[src/rtl/ffn_pkg.sv]
// ffn_pkg: shared constants and types for the FFN result drain path
//   LAYER_W        width of the layer tag carried with each frame
//   drain_state_t  output-side state: idle (nothing buffered) or streaming lanes
package ffn_pkg;
    localparam int LAYER_W = 4;
    typedef enum logic {DRN_IDLE, DRN_STREAM} drain_state_t;
endpackage

[src/rtl/ffn_frame_fifo.sv]
// ffn_frame_fifo: DEPTH-deep synchronous FIFO of WIDTH-bit frames
//   clk, rst    clock, async active-high reset (pointers only)
//   push, din   write request and frame
//   pop         read request; dout shows the head frame combinationally
//   full, empty occupancy flags; count = frames held
// A push while full is still accepted when a pop happens in the same cycle:
// the head is read out before the freed slot is overwritten at the edge.
module ffn_frame_fifo #(
    parameter int WIDTH = 68,
    parameter int DEPTH = 2
) (
    input  logic                     clk,
    input  logic                     rst,
    input  logic                     push,
    input  logic                     pop,
    input  logic [WIDTH-1:0]         din,
    output logic [WIDTH-1:0]         dout,
    output logic                     full,
    output logic                     empty,
    output logic [$clog2(DEPTH):0]   count
);
    localparam int AW = $clog2(DEPTH);

    logic [WIDTH-1:0] mem [DEPTH];
    logic [AW:0]      wptr;
    logic [AW:0]      rptr;
    logic             wr;
    logic             rd;

    // Extra pointer bit separates full (same slot, different lap) from empty.
    assign empty = wptr == rptr;
    assign full  = (wptr[AW-1:0] == rptr[AW-1:0]) && (wptr[AW] != rptr[AW]);
    assign count = wptr - rptr;
    assign rd    = pop & ~empty;
    assign wr    = push & (~full | rd);
    assign dout  = mem[rptr[AW-1:0]];

    always_ff @(posedge clk or posedge rst) begin
        if (rst) begin
            wptr <= '0;
            rptr <= '0;
        end else begin
            if (wr) wptr <= wptr + 1'b1;
            if (rd) rptr <= rptr + 1'b1;
        end
    end

    always_ff @(posedge clk) begin
        if (wr) mem[wptr[AW-1:0]] <= din;
    end
endmodule

[src/rtl/ffn_result_drain.sv]
// ffn_result_drain: buffers FFN result frames and streams them lane by lane
//   clk, rst       clock, async active-high reset
//   acc_i, done_i  result frame and its one-cycle valid strobe
//   layer_i        layer tag sampled with done_i
//   res_*          valid/ready beat stream: lane value, lane index, layer, last
//   overflow_o     sticky: a frame arrived while the buffer was full
//   busy_o         buffer holds at least one frame
// All outputs come from registers through the lane mux; done_i/acc_i only
// reach them through the frame buffer.
module ffn_result_drain
    import ffn_pkg::*;
#(
    parameter int DATA_WIDTH = 16,
    parameter int NEURON_NUM = 4,
    parameter int FRAMES     = 2,
    parameter int RELU_EN    = 0
) (
    input  logic                            clk,
    input  logic                            rst,
    input  logic [DATA_WIDTH*NEURON_NUM-1:0] acc_i,
    input  logic                            done_i,
    input  logic [LAYER_W-1:0]              layer_i,
    output logic                            res_valid_o,
    input  logic                            res_ready_i,
    output logic [DATA_WIDTH-1:0]           res_data_o,
    output logic [$clog2(NEURON_NUM)-1:0]   res_idx_o,
    output logic [LAYER_W-1:0]              res_layer_o,
    output logic                            res_last_o,
    output logic                            overflow_o,
    output logic                            busy_o
);
    localparam int ACC_W = DATA_WIDTH * NEURON_NUM;
    localparam int IW    = $clog2(NEURON_NUM);
    localparam int CW    = $clog2(FRAMES) + 1;

    typedef struct packed {
        logic [LAYER_W-1:0] layer;
        logic [ACC_W-1:0]   acc;
    } ffn_frame_t;

    ffn_frame_t        frame_in;
    ffn_frame_t        head;
    drain_state_t      state;
    drain_state_t      state_nx;
    logic [IW-1:0]     lane;
    logic [CW-1:0]     count;
    logic [DATA_WIDTH-1:0] lane_val;
    logic              full;
    logic              empty;
    logic              stream;
    logic              end_lane;
    logic              xfer;
    logic              pop;

    assign frame_in = {layer_i, acc_i};
    assign stream   = state == DRN_STREAM;
    assign end_lane = lane == IW'(NEURON_NUM - 1);
    assign xfer     = stream & res_ready_i;
    assign pop      = xfer & end_lane;
    assign busy_o   = ~empty;

    ffn_frame_fifo #(
        .WIDTH (LAYER_W + ACC_W),
        .DEPTH (FRAMES)
    ) u_fifo (
        .clk   (clk),
        .rst   (rst),
        .push  (done_i),
        .pop   (pop),
        .din   (frame_in),
        .dout  (head),
        .full  (full),
        .empty (empty),
        .count (count)
    );

    // Leaving STREAM only when the last frame drains with nothing arriving.
    always_comb begin
        state_nx = state;
        state_nx = (state == DRN_IDLE) ? (done_i ? DRN_STREAM : DRN_IDLE)
                 : ((pop && count == CW'(1) && !done_i) ? DRN_IDLE : DRN_STREAM);
    end

    // Outputs are forced to zero while idle so the unreset buffer never leaks.
    always_comb begin
        lane_val    = head.acc[lane*DATA_WIDTH +: DATA_WIDTH];
        res_valid_o = stream;
        res_data_o  = (!stream || (RELU_EN != 0 && lane_val[DATA_WIDTH-1])) ? '0 : lane_val;
        res_idx_o   = stream ? lane : '0;
        res_layer_o = stream ? head.layer : '0;
        res_last_o  = stream & end_lane;
    end

    always_ff @(posedge clk or posedge rst) begin
        if (rst) begin
            state      <= DRN_IDLE;
            lane       <= '0;
            overflow_o <= 1'b0;
        end else begin
            state <= state_nx;
            if (xfer) lane <= end_lane ? '0 : lane + 1'b1;
            if (done_i && full && !pop) overflow_o <= 1'b1;
        end
    end
endmodule

[config.mk]
export PLATFORM = sky130hd
export DESIGN_NAME = ffn_result_drain
export DESIGN_NICKNAME = d
export VERILOG_FILES = /design/src/rtl/ffn_pkg.sv /design/src/rtl/ffn_frame_fifo.sv /design/src/rtl/ffn_result_drain.sv
export SDC_FILE = /design/constraint.sdc
export NUM_CORES = 1
export LEC_CHECK = 0
export CAP_MARGIN = 10
export CELL_PAD_IN_SITES_DETAIL_PLACEMENT = 1
export CELL_PAD_IN_SITES_GLOBAL_PLACEMENT = 1
export CORE_MARGIN = 4
export CORE_UTILIZATION = 40
export CTS_CLUSTER_SIZE = 30
export DETAILED_ROUTE_END_ITERATION = 10
export GPL_TIMING_DRIVEN = 0
export PLACE_DENSITY_LB_ADDON = 0.25
export SYNTH_ARGS = -nofsm -noshare
export SYNTH_HDL_FRONTEND = slang
export SYNTH_SLANG_ARGS = --single-unit
[constraint.sdc]
create_clock -name clk -period 8 [get_ports clk]
set_clock_uncertainty 0.2 [all_clocks]
set_input_delay 1.6 -clock clk [delete_from_list [all_inputs] [get_ports clk]]
set_output_delay 1.6 -clock clk [all_outputs]
set_load 0.03 [all_outputs]
==> run metrics <==
status completed; largest net degree at the start of global routing 33; htree depth 4; Iteration-0 DRC Markers 193; hold path depth 1; CTS tree built; RSZ-0062 raised after global routing false; vias 3128; maximum VDD drop 0.195 mV; xor-xnor portion of the synthesized cell area 0.617%; maximum clock path buffer count 2; max-cap violations 0; CP bufs+invs 4; worst path required time 6.20 ns; FF-to-FF Start u_fifo.wptr[0]$_DFFE_PP0P_; Mapped Area 0.00568 mm^2; Post-synth EDFFs 136; Hold-fix buffers, CTS 0; Slew @ Worst Pin 0.683 ns; NumNets Final 496; flops & latches, synth 144; top cells by area, synth edfxtp_1 72%, mux4_2 6.3%, mux2i_1 3.9%; first-pass GRT wire length 20100 um; Remaining DRCs 0; sequential area share after synthesis 75.4%; initial antenna violation count 1; Post-CTS Setup Inserts 0; Leakage 2.65 nW; Crit Path Class reg -> out; final hold vios 0; CORE AREA 0.0139 mm^2; Largest delay share family, worst path buffers and inverters; Routed WL per cell 20.7 um; FMAX 216 MHz; Hold Path Sink overflow_o$_DFFE_PP0P_; PnR Total Power 3.35 mW; # setup viols final 0; library cells used by synthesis 30; cell with the most instances after synthesis edfxtp_1; GPL Wtd Cong 0.722; clk sinks 144; post-synthesis mux area share 13.8%; number of I/O pins 98; vias in the first global route 3566; crit end category output port; FF-to-FF path depth 7; Primary FF master, synth edfxtp_1; Slew Limit Fails 0; # resized after CTS 0; FFs w/ async S/R, synth 5.56%; worst min path class reg -> reg; Syn Area/Cell 18.8 um^2; main combinational cell family by area after synthesis multiplexers; crit path cell chain buf_6 -> nor2b_1 -> clkbuf_2 -> clkbuf_1 -> a211oi_1 -> clkdlybuf4s50_1; crit path DAT 2.84 ns; area delta synth->final 34.2%; Synth top area share 71.9%; Yosys warnings 0; Reg2Reg Setup Slack 5.26 ns; Post-Layout Cell Count 615; layout cells sized above 1 18.6%; die height 127 um; I/O Buffers 97; adder-cell share of the synthesized area 0.441%; initial core utilization 40.9%; CP max FO 10; reg2reg end u_fifo.mem[0][24]$_DFFE_PP_; worst-skew pair later-pin latency 0.41 ns; Avg Vias per Cell 5.09; WHS 0.270 ns; DP HPWL 8600 um; Yosys top cell by area edfxtp_1; Hold Crit Start overflow_o$_DFFE_PP0P_; GRT overflow 0; slew margin rel. 54.5%; Mapped Cells 302; Sum Neg Setup Slack 0 ns; row cnt 43; min Tclk post-route 4.64 ns; placed insts 583; CTS Buf Count 17; power per cell area 440 mW/mm^2; simple-gate share of the synthesized area 2.91%; clock root cell clkbuf_16; syn nets 376; die width 127 um; Post-DRT Antenna Nets 0; # diodes 0; Critical Path Slowest Stage Cell clkdlybuf4s50_1; Reg clk slew, reported paths 0.05 ns; Synth Area in Compound Gates 4.32%; fin crit share 58.0%; startpoint types flop; WL final 12700 um; Total Routing Usage GR 16.7%; die area 0.0162 mm^2; drt first pass iters 4; Post-synth top cells 136 x edfxtp_1, 22 x mux2i_1, 20 x nor2_1; Slowest Stage Delay on Critical Path 0.75 ns
flip-flops by register name, summed over array words and instances (netlist names):
name and cells:
lane 2, overflow_o 1, res_valid_o 1, u_fifo.mem 136
u_fifo.rptr 2, u_fifo.wptr 2
worst reg2reg max path: cells and delay by family (launching register included):
family	cells	cell delay (ns)
adders and majority gates	1	0.34
buffers and inverters	4	0.73
DFF	1	0.44
and+or+nand+nor	1	0.55
AOI/OAI and AO/OA	1	0.16
per-layer routing:
| metal | wire [um] | up-vias | GRT usage, % |
|---|---|---|---|
| met3 | 554 | 19 | 4.10 |
| met1 | 5220 | 1594 | 20.5 |
| li1 | - | 1437 | - |
| met2 | 6720 | 76 | 28.9 |
| met5 | 7 | - | 0 |
| met4 | 201 | 2 | 5.68 |
layout make-up:
type / count / area [um^2]
fillers: 1283 / 6260
clock buffers: 19 / 433
flip-flops and latches: 144 / 4280
repair buffers: 101 / 1050
well taps: 180 / 225
inverters: 4 / 15.0
plain buffers: 16 / 128
multi-input cells: 138 / 1270
clock inverters: 13 / 216
report_power, final:
group	switching [mW]	total, mW	leakage [nW]	internal, mW
Clock	0.290	0.871	0.320	0.581
Sequential	0.0618	1.15	1.35	1.09
Combinational	0.765	1.33	0.980	0.567
Total	1.12	3.35	2.65	2.24
cells by family after synthesis:
logic type | count (synthesis)
and+or+nand+nor | 37
xor gates and xnor gates | 4
muxes | 56
DFF | 144
adders and majority gates | 2
AOI/OAI and AO/OA | 39
buffers and inverters | 20
cell usage in the layout, fill, tap and decap left out, types with 3 or more instances in the layout:
master           Yosys  routed
inv_1                4       4
mux2_2              18      18
nor2_1              20      18
and2_1               3       3
dfrtp_1              8       8
nand2_1              5       5
buf_12               1       5
bufinv_16            0       6
buf_4                3       3
clkbuf_1             3       5
o21ai_0             17      17
nor2b_1              5       5
clkinv_2             0       4
edfxtp_1           136     136
clkbuf_16            0      17
buf_2                3       3
clkdlybuf4s50_1      0      97
a211oi_1            16      16
mux4_2              16      16
buf_6                3       3
mux2i_1             22      22
worst max path at each step:
stage	start	to	slack, ns	cells after the start
after floorplan	res_ready_i	u_fifo.mem[0][0]$_DFFE_PP_	2.55	3
after global placement	res_ready_i	u_fifo.mem[0][22]$_DFFE_PP_	0.37	4
after detailed placement	lane[1]$_DFFE_PP0N_	res_data_o[10]	3.79	6
after CTS	lane[1]$_DFFE_PP0N_	res_data_o[10]	3.31	6
after global routing	lane[1]$_DFFE_PP0N_	res_data_o[9]	3.20	6
final	lane[1]$_DFFE_PP0N_	res_data_o[10]	3.36	6
through the flow:
stage / worst slack (ns) / cell area (um^2) / utilization, %
floorplan: 2.55 / 5680 / -
global placement: 0.371 / 6880 / 49.5
detailed placement: 3.79 / 6970 / 50.2
CTS: 3.31 / 7620 / 54.9
global route: 3.20 / 7620 / 54.9
finish: 3.36 / 7620 / 54.9
Note: power is estimated with default switching activity, not from simulation.
